## src/rtl/lcd_frame_sequencer_if.sv

```systemverilog
// Signal bundle between the enable control / horizontal timing generator and the
// vertical timing and panel power sequencer.
interface lcd_frame_sequencer_if;
    logic       enable;
    logic       line_end;
    logic       timing_run;
    logic [9:0] VsyncCount;
    logic       Vsync;
    logic       vDE;
    logic       frame_start;
    logic       disp_on;
    logic       bl_en;
    logic       ready;

    modport master (
        output enable, line_end,
        input  timing_run, VsyncCount, Vsync, vDE, frame_start, disp_on, bl_en, ready
    );

    modport slave (
        input  enable, line_end,
        output timing_run, VsyncCount, Vsync, vDE, frame_start, disp_on, bl_en, ready
    );
endinterface

```

## src/rtl/lcd_frame_sequencer.sv

```systemverilog
// Vertical line counter (Vsync, vDE, frame_start) and panel power sequencer for the
// 480x272 TFT. All flops update on the falling edge of the pixel clock.
//
// state     | meaning
// ----------+------------------------------------------------------------
// S_OFF     | panel off, timing stopped, waits for enable
// S_STARTUP | timing running, waiting PWR_FRAMES frames before DISP
// S_DISP    | DISP high, waiting BL_FRAMES frames before backlight
// S_RUN     | backlight on, panel ready
// S_BL_OFF  | backlight off, DISP held for OFF_FRAMES frames
// S_DSP_OFF | DISP low, timing kept running for one more frame
module lcd_frame_sequencer #(
    parameter int V_TOTAL    = 286,
    parameter int V_SYNC     = 10,
    parameter int V_DE_START = 12,
    parameter int V_ACTIVE   = 272,
    parameter int PWR_FRAMES = 4,
    parameter int BL_FRAMES  = 2,
    parameter int OFF_FRAMES = 2
) (
    input  logic                 clk,
    input  logic                 rstn,
    lcd_frame_sequencer_if.slave bus
);

    typedef enum logic [2:0] {
        S_OFF,
        S_STARTUP,
        S_DISP,
        S_RUN,
        S_BL_OFF,
        S_DSP_OFF
    } state_t;

    localparam logic [9:0] LINE_LAST = 10'(V_TOTAL - 1);
    localparam logic [9:0] SYNC_END  = 10'(V_SYNC);
    localparam logic [9:0] DE_FIRST  = 10'(V_DE_START);
    localparam logic [9:0] DE_END    = 10'(V_DE_START + V_ACTIVE);
    localparam logic [7:0] PWR_LAST  = 8'(PWR_FRAMES - 1);
    localparam logic [7:0] BL_LAST   = 8'(BL_FRAMES - 1);
    localparam logic [7:0] OFF_LAST  = 8'(OFF_FRAMES - 1);

    state_t     state, state_nxt;
    logic [7:0] frm_cnt;
    logic [9:0] line_cnt;
    logic       timing_run, vsync_q, frame_start, disp_on, bl_en, ready;
    logic       run_nxt, disp_nxt, bl_nxt, rdy_nxt;

    // Line counter, sync and frame marker; all derived from the current run level.
    always_ff @(negedge clk or negedge rstn) begin
        if (!rstn) begin
            line_cnt    <= '0;
            vsync_q     <= 1'b0;
            frame_start <= 1'b0;
        end else begin
            vsync_q     <= timing_run & (line_cnt >= SYNC_END);
            frame_start <= timing_run & bus.line_end & (line_cnt == LINE_LAST);
            if (!timing_run) begin
                line_cnt <= '0;
            end else if (bus.line_end) begin
                line_cnt <= (line_cnt == LINE_LAST) ? '0 : line_cnt + 10'd1;
            end
        end
    end

    always_comb begin
        state_nxt = state;
        case (state)
            S_OFF: begin
                if (bus.enable) state_nxt = S_STARTUP;
            end
            S_STARTUP: begin
                if (!bus.enable)                               state_nxt = S_OFF;
                else if (frame_start && (frm_cnt == PWR_LAST)) state_nxt = S_DISP;
            end
            S_DISP: begin
                if (!bus.enable)                              state_nxt = S_BL_OFF;
                else if (frame_start && (frm_cnt == BL_LAST)) state_nxt = S_RUN;
            end
            S_RUN: begin
                if (!bus.enable) state_nxt = S_BL_OFF;
            end
            // Shutdown always runs to completion; enable is not looked at here.
            S_BL_OFF: begin
                if (frame_start && (frm_cnt == OFF_LAST)) state_nxt = S_DSP_OFF;
            end
            S_DSP_OFF: begin
                if (frame_start) state_nxt = S_OFF;
            end
            default: state_nxt = S_OFF;
        endcase

        run_nxt  = (state_nxt != S_OFF);
        disp_nxt = (state_nxt == S_DISP) || (state_nxt == S_RUN) || (state_nxt == S_BL_OFF);
        bl_nxt   = (state_nxt == S_RUN);
        rdy_nxt  = (state_nxt == S_RUN);
    end

    // Outputs are registered from the next state so they move on the transition edge.
    always_ff @(negedge clk or negedge rstn) begin
        if (!rstn) begin
            state      <= S_OFF;
            frm_cnt    <= '0;
            timing_run <= 1'b0;
            disp_on    <= 1'b0;
            bl_en      <= 1'b0;
            ready      <= 1'b0;
        end else begin
            state      <= state_nxt;
            timing_run <= run_nxt;
            disp_on    <= disp_nxt;
            bl_en      <= bl_nxt;
            ready      <= rdy_nxt;
            if (state_nxt != state) begin
                frm_cnt <= '0;
            end else if (frame_start) begin
                frm_cnt <= frm_cnt + 8'd1;
            end
        end
    end

    assign bus.timing_run  = timing_run;
    assign bus.VsyncCount  = line_cnt;
    assign bus.Vsync       = vsync_q;
    assign bus.vDE         = timing_run & (line_cnt >= DE_FIRST) & (line_cnt < DE_END);
    assign bus.frame_start = frame_start;
    assign bus.disp_on     = disp_on;
    assign bus.bl_en       = bl_en;
    assign bus.ready       = ready;

endmodule

```

## src/flat_wrapper.sv

```systemverilog
// flat-port wrapper written by rule: the top's interface ports become plain ports
module lcd_frame_sequencer_flat 
#(
    parameter int V_TOTAL    = 286,
    parameter int V_SYNC     = 10,
    parameter int V_DE_START = 12,
    parameter int V_ACTIVE   = 272,
    parameter int PWR_FRAMES = 4,
    parameter int BL_FRAMES  = 2,
    parameter int OFF_FRAMES = 2
)
  (clk, rstn, bus_enable, bus_line_end, bus_timing_run, bus_VsyncCount, bus_Vsync, bus_vDE, bus_frame_start, bus_disp_on, bus_bl_en, bus_ready);
  lcd_frame_sequencer_if bus_i ();
  input  logic clk;
  input  logic rstn;
  input wire logic [$bits(bus_i.enable)-1:0] bus_enable;
  input wire logic [$bits(bus_i.line_end)-1:0] bus_line_end;
  output wire logic [$bits(bus_i.timing_run)-1:0] bus_timing_run;
  output wire logic [$bits(bus_i.VsyncCount)-1:0] bus_VsyncCount;
  output wire logic [$bits(bus_i.Vsync)-1:0] bus_Vsync;
  output wire logic [$bits(bus_i.vDE)-1:0] bus_vDE;
  output wire logic [$bits(bus_i.frame_start)-1:0] bus_frame_start;
  output wire logic [$bits(bus_i.disp_on)-1:0] bus_disp_on;
  output wire logic [$bits(bus_i.bl_en)-1:0] bus_bl_en;
  output wire logic [$bits(bus_i.ready)-1:0] bus_ready;
  assign bus_i.enable = bus_enable;
  assign bus_i.line_end = bus_line_end;
  assign bus_timing_run = bus_i.timing_run;
  assign bus_VsyncCount = bus_i.VsyncCount;
  assign bus_Vsync = bus_i.Vsync;
  assign bus_vDE = bus_i.vDE;
  assign bus_frame_start = bus_i.frame_start;
  assign bus_disp_on = bus_i.disp_on;
  assign bus_bl_en = bus_i.bl_en;
  assign bus_ready = bus_i.ready;
  lcd_frame_sequencer #(.V_TOTAL(V_TOTAL), .V_SYNC(V_SYNC), .V_DE_START(V_DE_START), .V_ACTIVE(V_ACTIVE), .PWR_FRAMES(PWR_FRAMES), .BL_FRAMES(BL_FRAMES), .OFF_FRAMES(OFF_FRAMES)) u_core (.clk(clk), .rstn(rstn), .bus(bus_i));
endmodule
```

## config.mk

```make
export PLATFORM = sky130hd
export DESIGN_NAME = lcd_frame_sequencer_flat
export DESIGN_NICKNAME = d
export VERILOG_FILES = /design/src/rtl/lcd_frame_sequencer_if.sv /design/src/rtl/lcd_frame_sequencer.sv /design/src/flat_wrapper.sv
export SDC_FILE = /design/constraint.sdc
export NUM_CORES = 1
export LEC_CHECK = 0
export BUFFER_PORTS_ARGS = -buffer_cell sky130_fd_sc_hd__buf_2
export CELL_PAD_IN_SITES_DETAIL_PLACEMENT = 1
export CELL_PAD_IN_SITES_GLOBAL_PLACEMENT = 1
export CORE_MARGIN = 4
export CORE_UTILIZATION = 39
export DETAILED_ROUTE_END_ITERATION = 10
export PLACE_DENSITY = 0.75
export SLEW_MARGIN = 5
export SYNTH_ARGS = -nofsm -noshare
export SYNTH_HDL_FRONTEND = slang
export SYNTH_SLANG_ARGS = --single-unit
```

## constraint.sdc

```tcl
create_clock -name clk -period 1.85 [get_ports clk]
set_input_delay 0.37 -clock clk [delete_from_list [all_inputs] [get_ports clk]]
set_output_delay 0.37 -clock clk [all_outputs]
set_load 0.02 [all_outputs]
```

* Word level (Yosys, flattened, before mapping)
Index checks and enable logic that the tools add are counted.
Word-level totals: output and inout bits 17, register bits 26, input port bits 4
Cells by class: magnitude comparators 3, equality and inequality tests 13, $add $sub $neg 2, reduce and logical (&&, ||, !) cells 7, bitwise logic cells 5, multiplexer cells 14
Operators with widths (count):
- $mux W10 | 3
- $mux W3 | 8
- $ge A10 B4 Y1 const B | 2
- $pmux W3 S6 | 1
- $mux W8 | 2
- $eq A3 B2 Y1 const B | 4
- $add A10 B1 Y10 const B | 1
- $eq A10 B9 Y1 const B | 1
- $lt A10 B9 Y1 const B | 1
- $eq A3 B3 Y1 const B | 3
- $add A8 B1 Y8 const B | 1
- $eq A8 B1 Y1 const B | 1
- $eq A8 B2 Y1 const B | 1
- $and A1 B1 Y1 | 5
- $eq A3 B1 Y1 const B | 1
- $logic_not A3 Y1 | 1
- $ne A3 B3 Y1 | 1
- $reduce_bool A3 Y1 | 1
- $logic_and A1 B1 Y1 | 2
- $logic_or A1 B1 Y1 | 2
- $ne A2 B2 Y1 const B | 1
- $reduce_bool A2 Y1 | 1

* Longest topological paths before layout
Gate-level depths: netlist of the first run.
depth after elaboration 8, mapped depth 5, gate-level depth less buffers 5

==> run summary, run 1 <==
Outcome: complete, but fails checks
Failing checks: setup timing
Leading area contributor after synthesis: dfrtn_1
Synth top area cells: dfrtn_1 (44%), ha_1 (5.0%), a21oi_1 (4.0%)
Clk slew on worst S/H paths: 0.06 ns
TritonCTS clock tree: built
I/O pin count: 21
Antenna violations before repair: 0
Antenna diode count: 0
Synth cell types: 48
Wire per inst: 20.9 um
Max-Cap Viols: 0
CTS buffer count: 3
Setup CP Type: reg -> out
Post-DR vias/cell: 5.65
CTS Buffer Depth: 2
Fraction of registers with async set/reset: 1.00
Mapped Cells: 152
Slew of the pin with the lowest slew margin: 0.538 ns
Sequential area share after synthesis: 0.436
Critical path data arrival time: 2.71 ns
Leakage: 1.10 nW
Site Rows: 22
Worst Slack Setup Final: -1.23 ns
Post-layout nets: 233
Setup-failing EPs final: 28
Total number of vias: 1,525
FF+latch area: 651 sq um
Main synth FF type: dfrtn_1
CP max-delay cell: nor4_4
Remaining antenna violation count: 0
TritonCTS Sinks: 26
Iter 0 DRT Violations: 47
Hold Vio Cnt, Final: 0
Post-Layout Inst Area: 0.00244 sq mm
Horiz. Die Dim: 69.9 um
Clk_lat worst skew: 0.28 ns
Die height: 69.9 um
Max VDD drop: 0.513 mV
Initial Utilization: 0.405
Root buffer cell: clkbuf_8
Slew HR: 0.636
Core footprint: 0.00369 sq mm
Overall Power: 0.00146 W
Overflow after GRT: 0
Dpl hpwl: 3.40 mm
Worst-path cell chain: nor4_4 -> inv_2 -> a2111oi_4 -> and3b_2 -> buf_2
Largest net degree at the start of global routing: 27
Final Max Slew Viols: 0
Placer Congestion: 0.820
Htree depth: 1
First drt pass iteration count: 4
Post-CTS Hold Fix Bufs: 0
Critical Path Start Type: flop
Final Skew: 0.00316 ns
Worst hold path class: reg -> reg
Yosys warns: 0
Post-Syn Nets: 162
Max stage delay on crit path: 0.41 ns
Global-route wire length before repair: 8.40 mm
PwrDens: 597 mW/mm^2
Number of global-route vias before repair: 1,680
Proportion of layout cells with a drive suffix above 1: 0.473
Final WL: 5.65 mm
Post-synthesis register bit count: 26
Number of synthesized flops with an enable pin: 0
CP Max Fanout: 3
Area fraction of the dominant cell type after synthesis: 0.436
Area growth from synthesis to layout: 63.3%
Multi-input logic area: 950 sq um
CP Data Required Time: 1.48 ns
RSZ-0062 raised after global routing: true
Crit end category: output port
Placed Area: 0.00195 sq mm
Mapped Area: 0.00149 sq mm
Layout fillers: 404
Syn_area_per_cell: 9.82 sq um
DRC viols: 0
DIE AREA: 0.00488 sq mm
GRT Total Usage: 0.211
Port buffer count: 20
[worst max-delay path, delay by kind of cell (launching register included)]
kind / cells / cell delay [ns]
simple gates: 2 / 0.65
buf+inv: 2 / 0.24
flops: 1 / 0.38
compound gates: 1 / 0.22
[flip-flops by register name, indices dropped and copies added, names as in the netlist]
| name | count |
|---|---|
| u_core.state | 3 |
| u_core.frm_cnt | 8 |
| u_core.bus.VsyncCount | 10 |
| u_core.bus.frame_start | 1 |
| u_core.bus.disp_on | 1 |
| u_core.bus.bl_en | 1 |
| u_core.bus.Vsync | 1 |
| u_core.bus.timing_run | 1 |
[area by class of cell]
class                      count  area share
clock buffer                   4      0.0226
sequential                    26       0.267
tap                           48      0.0246
multi-input combinational    114       0.390
timing repair buffer          70       0.284
inverter                       8      0.0123
[cell families after synthesis]
kind of cell    after synthesis  share of synthesized area
fa+ha+maj                     6                     0.0503
buf+inv                      12                     0.0335
simple gates                 53                      0.211
xor+xnor                      8                     0.0469
flops                        26                      0.436
compound gates               47                      0.222
[final timing paths]
path,startpoint,end,slack (ns),depth (start not counted)
worst min register to register,u_core.frm_cnt[7],u_core.frm_cnt[7],0.58,2
min in group asynchronous,rstn,u_core.bus.bl_en,0.84,2
worst min-delay path,u_core.frm_cnt[7],u_core.frm_cnt[7],0.58,2
max in group asynchronous,rstn,u_core.bus.VsyncCount[2],0.82,2
worst max register to register,u_core.frm_cnt[3],u_core.bus.timing_run,-0.11,4
worst max-delay path,u_core.bus.VsyncCount[9],bus_vDE,-1.23,5
[metal layers]
metal  wire [um]  vias to the layer above  track usage
met4         145                        0       0.0596
met3         117                       14       0.0245
li1            -                      700            -
met1        2240                      782        0.245
met2        3150                       29        0.401
met5           0                        -            0
[per-stage QoR]
step	instances	setup TNS [ns]	hold WS, ns	util	setup slack, ns
after CTS	259	-10.05	0.557	0.625	-1.18
after global placement	248	-10.03	0.530	0.529	-0.793
after floorplan	152	-4.02	0.494	-	-0.855
final	270	-10.16	0.583	0.661	-1.23
after detailed placement	248	-11.31	0.564	0.529	-0.847
after global routing	270	-11.07	0.614	0.661	-1.29
[cells in the final DEF, fill, tap and decap left out, types with 2 or more instances in the layout]
cell and instances:
buf_8 2, buf_2 2, inv_1 7, a21oi_1 4, o21ai_0 4, o21ai_1 5, nor2_1 7, buf_6 35
nand4_1 4, xnor2_1 5, nand3_1 6, nor4_1 2, a21boi_1 2, dfrtn_1 26, a31oi_1 4, nor3_1 2
or4_4 2, ha_1 6, clkbuf_8 4, a41oi_2 3, nand2b_1 4, buf_12 2, xor2_1 3, buf_4 29
o21ai_2 2, or3_1 2, a21oi_2 7, and3_1 2, a21o_1 2, nand2_1 9
[where the power goes]
| group | switching, W | leakage, nW | internal (W) |
|---|---|---|---|
| sequential | 0.0000249 | 0.343 | 0.000605 |
| clock | 0.000188 | 0.0288 | 0.000190 |
| combinational | 0.000227 | 0.729 | 0.000220 |
[synthesized netlist by cell type (3+ instances only)]
cell type	number
dfrtn_1	26
a21oi_1	12
nand2_1	10
inv_1	7
nor2_1	7
ha_1	6
nand3_1	6
o21ai_1	6
o21ai_0	5
xnor2_1	5
a31oi_1	4
nand2b_1	4
nand4_1	4
or3_1	3
xor2_1	3
[what timing repair did]
item / CTS / global route
endpoints found under the setup margin: 32 / 32
gates resized for setup: 61 / 15
hold endpoints to repair: 0 / 0
buffers inserted: 8 / 14
pin swaps: 13 / 4
Power figures use the tool's default switching activity.
==> inputs of run 2 (changes only) <==
BUFFER_PORTS_ARGS = unset   (was -buffer_cell sky130_fd_sc_hd__buf_2)
CORE_UTILIZATION = 43   (was 39)
DONT_BUFFER_PORTS = 1   (was unset)
==> run 2 against run 1 <==
Effect of this change:
- hold slack got worse by 0.057 ns
- clock skew fell by 0.00065 ns
- power fell by 14%
- critical path depth fell by 1
- cell count fell by 11%
- critical path type unchanged
- the flow still finishes with violations (setup timing)
- global-route usage fell by 0.12 points
- first-iteration DRC count rose by 74%
- sequential share of layout area rose by 3.4 points
- clock power fell by 17%
==> run summary, run 2 (synthesized netlist as in run 1, its figures left out) <==
TritonCTS Sinks: 26
Final Max Slew Viols: 0
Worst hold path class: in -> async
Hold_ws: 0.526 ns
Placer Congestion: 0.845
GRT Total Usage: 0.209
Crit end category: output port
Critical R2R Capture: u_core.frm_cnt[7]
Most common cell after layout, fill and taps aside: dfrtn_1
TritonCTS clock tree: built
Final Util: 0.649
Iter 0 DRT Violations: 82
CP Max Fanout: 3
Max FFs per register: 10
Horiz. Die Dim: 66.9 um
Final WL: 5.29 mm
Comb pwr share: 0.227
Setup CP Type: reg -> out
Layout fillers: 363
Antenna violations before repair: 0
Total number of vias: 1,448
Post-DR vias/cell: 6.01
Commonest cells after routing, fill and taps aside: dfrtn_1 (26), buf_4 (25), buf_6 (11), nand2_1 (9), a21oi_2 (9)
Post-Layout Inst Area: 0.00216 sq mm
DIE AREA: 0.00448 sq mm
Worst Slack Setup Final: -1.17 ns
Overflow after GRT: 0
Htree depth: 1
Overall Power: 0.00125 W
DRC viols: 0
Placed Area: 0.00185 sq mm
Cell count of the worst reg-to-reg path: 6
Max-Cap Viols: 0
Core footprint: 0.00334 sq mm
Site Rows: 21
Hold Vio Cnt, Final: 0
Largest net degree at the start of global routing: 27
Worst-path cell chain: nor4_4 -> inv_2 -> a2111oi_4 -> and3b_2
Leakage: 0.940 nW
Max VDD drop: 0.422 mV
Clk slew on worst S/H paths: 0.10 ns
CTS buffer count: 3
Final Skew: 0.00251 ns
Root buffer cell: clkbuf_4
Sw Share: 0.314
PwrDens: 578 mW/mm^2
Cell-internal power: 0.000859 W
Total Neg Setup Slack: -8.39 ns
Critical Path Start Type: flop
Die height: 66.9 um
I/O pin count: 21
Global-route wire length before repair: 7.03 mm
Outcome: complete, but fails checks
Max stage delay on crit path: 0.42 ns
Port buffer count: 0
RSZ-0062 raised after global routing: true
Critical R2R Launch: u_core.frm_cnt[1]
Failing checks: setup timing
Antenna diode count: 0
Initial Utilization: 0.447
Worst reg2reg setup slack: -0.09 ns
Proportion of layout cells with a drive suffix above 1: 0.390
Clk_lat worst skew: 0.32 ns
Slew HR: 0.698
CP max-delay cell: dfrtn_1
Remaining antenna violation count: 0
P_sw: 0.000393 W
Dpl hpwl: 3.10 mm
Wire per inst: 22.0 um
First drt pass iteration count: 4
Critical path data arrival time: 2.65 ns
Setup-failing EPs final: 26
Area growth from synthesis to layout: 45.0%
Number of global-route vias before repair: 1,392
Buf/Inv on CP: 1
CTS Buffer Depth: 2
Post-layout nets: 206
Delay-heaviest family, CP: simple AND/OR/NAND/NOR gates
CP Data Required Time: 1.48 ns
Clock network power share: 0.249
Sequential Power Share: 0.524
Slew of the pin with the lowest slew margin: 0.453 ns
==> run 2: cell types whose count changed in the layout (fill, tap and decap cells not counted), moves of 3 or more <==
cell | previous run | this run
a41oi_2 | 3 | 0
buf_4 | 29 | 25
clkbuf_4 | 0 | 3
clkbuf_8 | 4 | 1
buf_6 | 35 | 11
==> run 2: final cells by class <==
class / instances / area, sq um / share of cell area
flip-flops and latches: 26 / 651 / 0.301
clock buffers: 4 / 36.3 / 0.0168
inverters: 8 / 30.0 / 0.0139
multi-input cells: 114 / 953 / 0.440
repair buffers: 43 / 437 / 0.202
well taps: 46 / 57.6 / 0.0266
==> run 2: how the worst max path moves through the flow <==
stage | endpoint | from | slack, ns | depth (start not counted)
final | bus_vDE | u_core.bus.VsyncCount[6] | -1.17 | 4
after global routing | bus_vDE | u_core.bus.VsyncCount[6] | -1.20 | 4
after CTS | bus_vDE | u_core.bus.VsyncCount[5] | -1.09 | 4
after detailed placement | bus_vDE | u_core.bus.VsyncCount[9] | -0.73 | 4
after global placement | bus_vDE | u_core.bus.VsyncCount[9] | -0.69 | 4
after floorplan | bus_vDE | u_core.bus.VsyncCount[6] | -0.86 | 4
==> run 2: power groups by stage <==
stage | combinational, W | clock (W) | sequential (W)
after global placement | 0.000206 | 0 | 0.000667
after detailed placement | 0.000215 | 0 | 0.000668
after global routing | 0.000306 | 0.000336 | 0.000659
final | 0.000284 | 0.000312 | 0.000656
after floorplan | 0.0000907 | 0 | 0.000702
after CTS | 0.000241 | 0.000297 | 0.000658
==> run 2: metrics by stage <==
stage                     setup WS (ns)  cells
after global placement           -0.694    225
final                             -1.17    241
after global routing              -1.20    241
after CTS                         -1.09    232
after detailed placement         -0.734    225
after floorplan                  -0.855    152
==> run 2: layer usage <==
metal	wire length (um)	GRT usage	vias to the layer above
li1	-	-	652
met1	1970	0.245	742
met2	2960	0.389	39
met3	187	0.0320	15
met4	170	0.0608	0
met5	0	0	-
==> run 2: repair_timing <==
action                     CTS  global route
gates cloned                 0             0
hold buffers                 0             0
resized for setup           16            17
setup endpoints to repair   26            29
hold endpoints to repair     0             0
pin swaps                    7             9
buffers inserted             4            10
==> inputs of run 3 (changes only) <==
ABC_AREA = 1   (was unset)
CORE_UTILIZATION = 41   (was 43)
PLACE_DENSITY = 0.74   (was 0.75)
==> run 3 against run 2 <==
Effect of this change:
- register-to-register slack gained 0.16 ns
- critical endpoint unchanged
- sequential share of layout area grew 3.0 points
- non-clock buffer count shrank 15
- setup slack gained 0.30 ns
- the flow still finishes with violations (setup timing)
- clock-buffer cell count shrank 1
- synthesized area grew 0.25%
- synthesized cell count grew 22%
- clock skew grew 0.0010 ns
- highest routed layer unchanged
- power grew 49%
==> run summary, run 3 <==
Outcome: complete, but fails checks
Failing checks: setup timing
Initial Utilization: 0.435
Worst Slack Setup Final: -0.868 ns
Placed Area: 0.00174 sq mm
Max stage delay on crit path: 0.37 ns
Mapped Cells: 185
Htree depth: 1
Global-route wire length before repair: 6.89 mm
Antenna diode count: 0
Critical path data arrival time: 2.35 ns
Horiz. Die Dim: 68.4 um
Iter 0 DRT Violations: 53
Worst hold path class: reg -> reg
Total Neg Setup Slack: -6.65 ns
Area fraction of the dominant cell type after synthesis: 0.435
PwrDens: 947 mW/mm^2
TritonCTS clock tree: built
Placer Congestion: 0.803
Main synth FF type: dfrtn_1
Setup-failing EPs final: 27
Dpl hpwl: 2.97 mm
Leading area contributor after synthesis: dfrtn_1
RSZ-0062 raised after global routing: true
Number of global-route vias before repair: 1,480
Max-Cap Viols: 0
CTS buffer count: 3
Proportion of layout cells with a drive suffix above 1: 0.279
Post-layout nets: 226
Critical Path Start Type: flop
Antenna violations before repair: 0
Clk_lat worst skew: 0.28 ns
DIE AREA: 0.00468 sq mm
Sequential area share after synthesis: 0.435
Port buffer count: 0
Slew of the pin with the lowest slew margin: 0.343 ns
Root buffer cell: clkbuf_8
CP Max Fanout: 2
Hold Vio Cnt, Final: 0
Post-DR vias/cell: 5.07
Post-synth top cells: nand2_1 (32), nor2_1 (29), inv_1 (27)
Synth cell types: 28
First drt pass iteration count: 4
Fraction of registers with async set/reset: 1.00
Clk slew on worst S/H paths: 0.06 ns
I/O pin count: 21
Crit end category: output port
Max FFs per register: 10
Total number of vias: 1,324
Remaining antenna violation count: 0
Most common cell after layout, fill and taps aside: nand2_1
CP most frequent cell: nor3_2
Wire per inst: 15.9 um
Syn_area_per_cell: 8.09 sq um
Hold_ws: 0.506 ns
Setup CP Type: reg -> out
GRT Total Usage: 0.198
Final Skew: 0.00353 ns
Overflow after GRT: 0
Post-Syn Nets: 195
CP Data Required Time: 1.48 ns
Most common cell in the netlist: nand2_1
CP max-delay cell: dfrtn_1
Number of synthesized flops with an enable pin: 0
DRC viols: 0
Slew HR: 0.768
Core footprint: 0.00344 sq mm
TritonCTS Sinks: 26
Post-CTS Hold Fix Bufs: 0
CTS Buffer Depth: 2
Largest net degree at the start of global routing: 27
Die height: 68.4 um
Post-synthesis register bit count: 26
Synth top area cells: dfrtn_1 (43%), nand2_1 (8.0%), nor2_1 (7.3%)
Area growth from synthesis to layout: 31.4%
Mapped Area: 0.00150 sq mm
Leakage: 0.926 nW
Commonest cells after routing, fill and taps aside: nand2_1 (31), dfrtn_1 (26), inv_1 (23), nor2_1 (20), buf_4 (14)
Site Rows: 21
Yosys warns: 0
Post-Layout Inst Area: 0.00197 sq mm
Final WL: 4.16 mm
Max VDD drop: 0.546 mV
Final Max Slew Viols: 0
Worst-path cell chain: nor3_2 -> inv_1 -> nor3_2 -> nor2_1 -> nor2_2
==> run 3: kinds of logic after synthesis <==
kind of cell | after synthesis | synth area share
buf+inv | 30 | 0.0828
flops | 26 | 0.435
xor+xnor | 11 | 0.0644
simple gates | 93 | 0.292
fa+ha+maj | 6 | 0.0502
compound gates | 19 | 0.0761
==> run 3: stage by stage <==
step / setup slack (ns) / std cells / utilization / total power [W]
5_1_grt: -0.953 / 261 / 0.571 / 0.00196
3_3_place_gp: -0.486 / 251 / 0.507 / 0.00123
6_report: -0.868 / 261 / 0.571 / 0.00186
2_1_floorplan: -0.579 / 185 / - / 0.00105
3_5_place_dp: -0.537 / 251 / 0.507 / 0.00126
4_1_cts: -0.794 / 258 / 0.551 / 0.00179
==> run 3: area by class of cell <==
class	count	area, sq um
Clock buffer	3	41.3
Clock inverter	1	30.0
Fill cell	419	1480
Inverter	28	113
Multi-Input combinational cell	129	800
Sequential cell	26	651
Tap cell	46	57.6
Timing Repair Buffer	28	275
==> run 3: timing repair <==
item / CTS / global route
endpoints found under the setup margin: 18 / 29
endpoints found under the hold margin: 0 / 0
gates resized for setup: 15 / 14
pin swaps: 3 / 2
buffers inserted: 3 / 3
==> run 3: power breakdown <==
group	switching (W)	internal (W)
clock network	0.000190	0.000290
logic	0.000412	0.000256
registers	0.0000867	0.000628
total	0.000689	0.00117
==> run 3: critical path, delay by kind of cell, from the launching register on <==
family / cells / cell delay, ns
and+or+nand+nor: 4 / 0.66
DFF: 1 / 0.37
buffers and inverters: 1 / 0.10
==> run 3: final timing paths <==
kind | from | endpoint | slack, ns | cells past startpoint
worst max register to register | u_core.bus.frame_start | u_core.frm_cnt[0] | 0.07 | 10
worst min register to register | u_core.frm_cnt[7] | u_core.frm_cnt[7] | 0.51 | 2
worst min-delay path | u_core.frm_cnt[7] | u_core.frm_cnt[7] | 0.51 | 2
max in group asynchronous | rstn | u_core.frm_cnt[0] | 1.16 | 0
worst max-delay path | u_core.bus.VsyncCount[6] | bus_vDE | -0.87 | 5
min in group asynchronous | rstn | u_core.bus.bl_en | 0.58 | 0
==> run 3: layer usage <==
| layer | wire (um) | GRT usage | share of wire | vias up |
|---|---|---|---|---|
| li1 | - | - | - | 650 |
| met1 | 1740 | 0.238 | 0.42 | 654 |
| met2 | 2220 | 0.350 | 0.53 | 17 |
| met3 | 178 | 0.0542 | 0.043 | 3 |
| met4 | 19 | 0.0372 | 0.0046 | 0 |
| met5 | 0 | 0 | 0 | - |
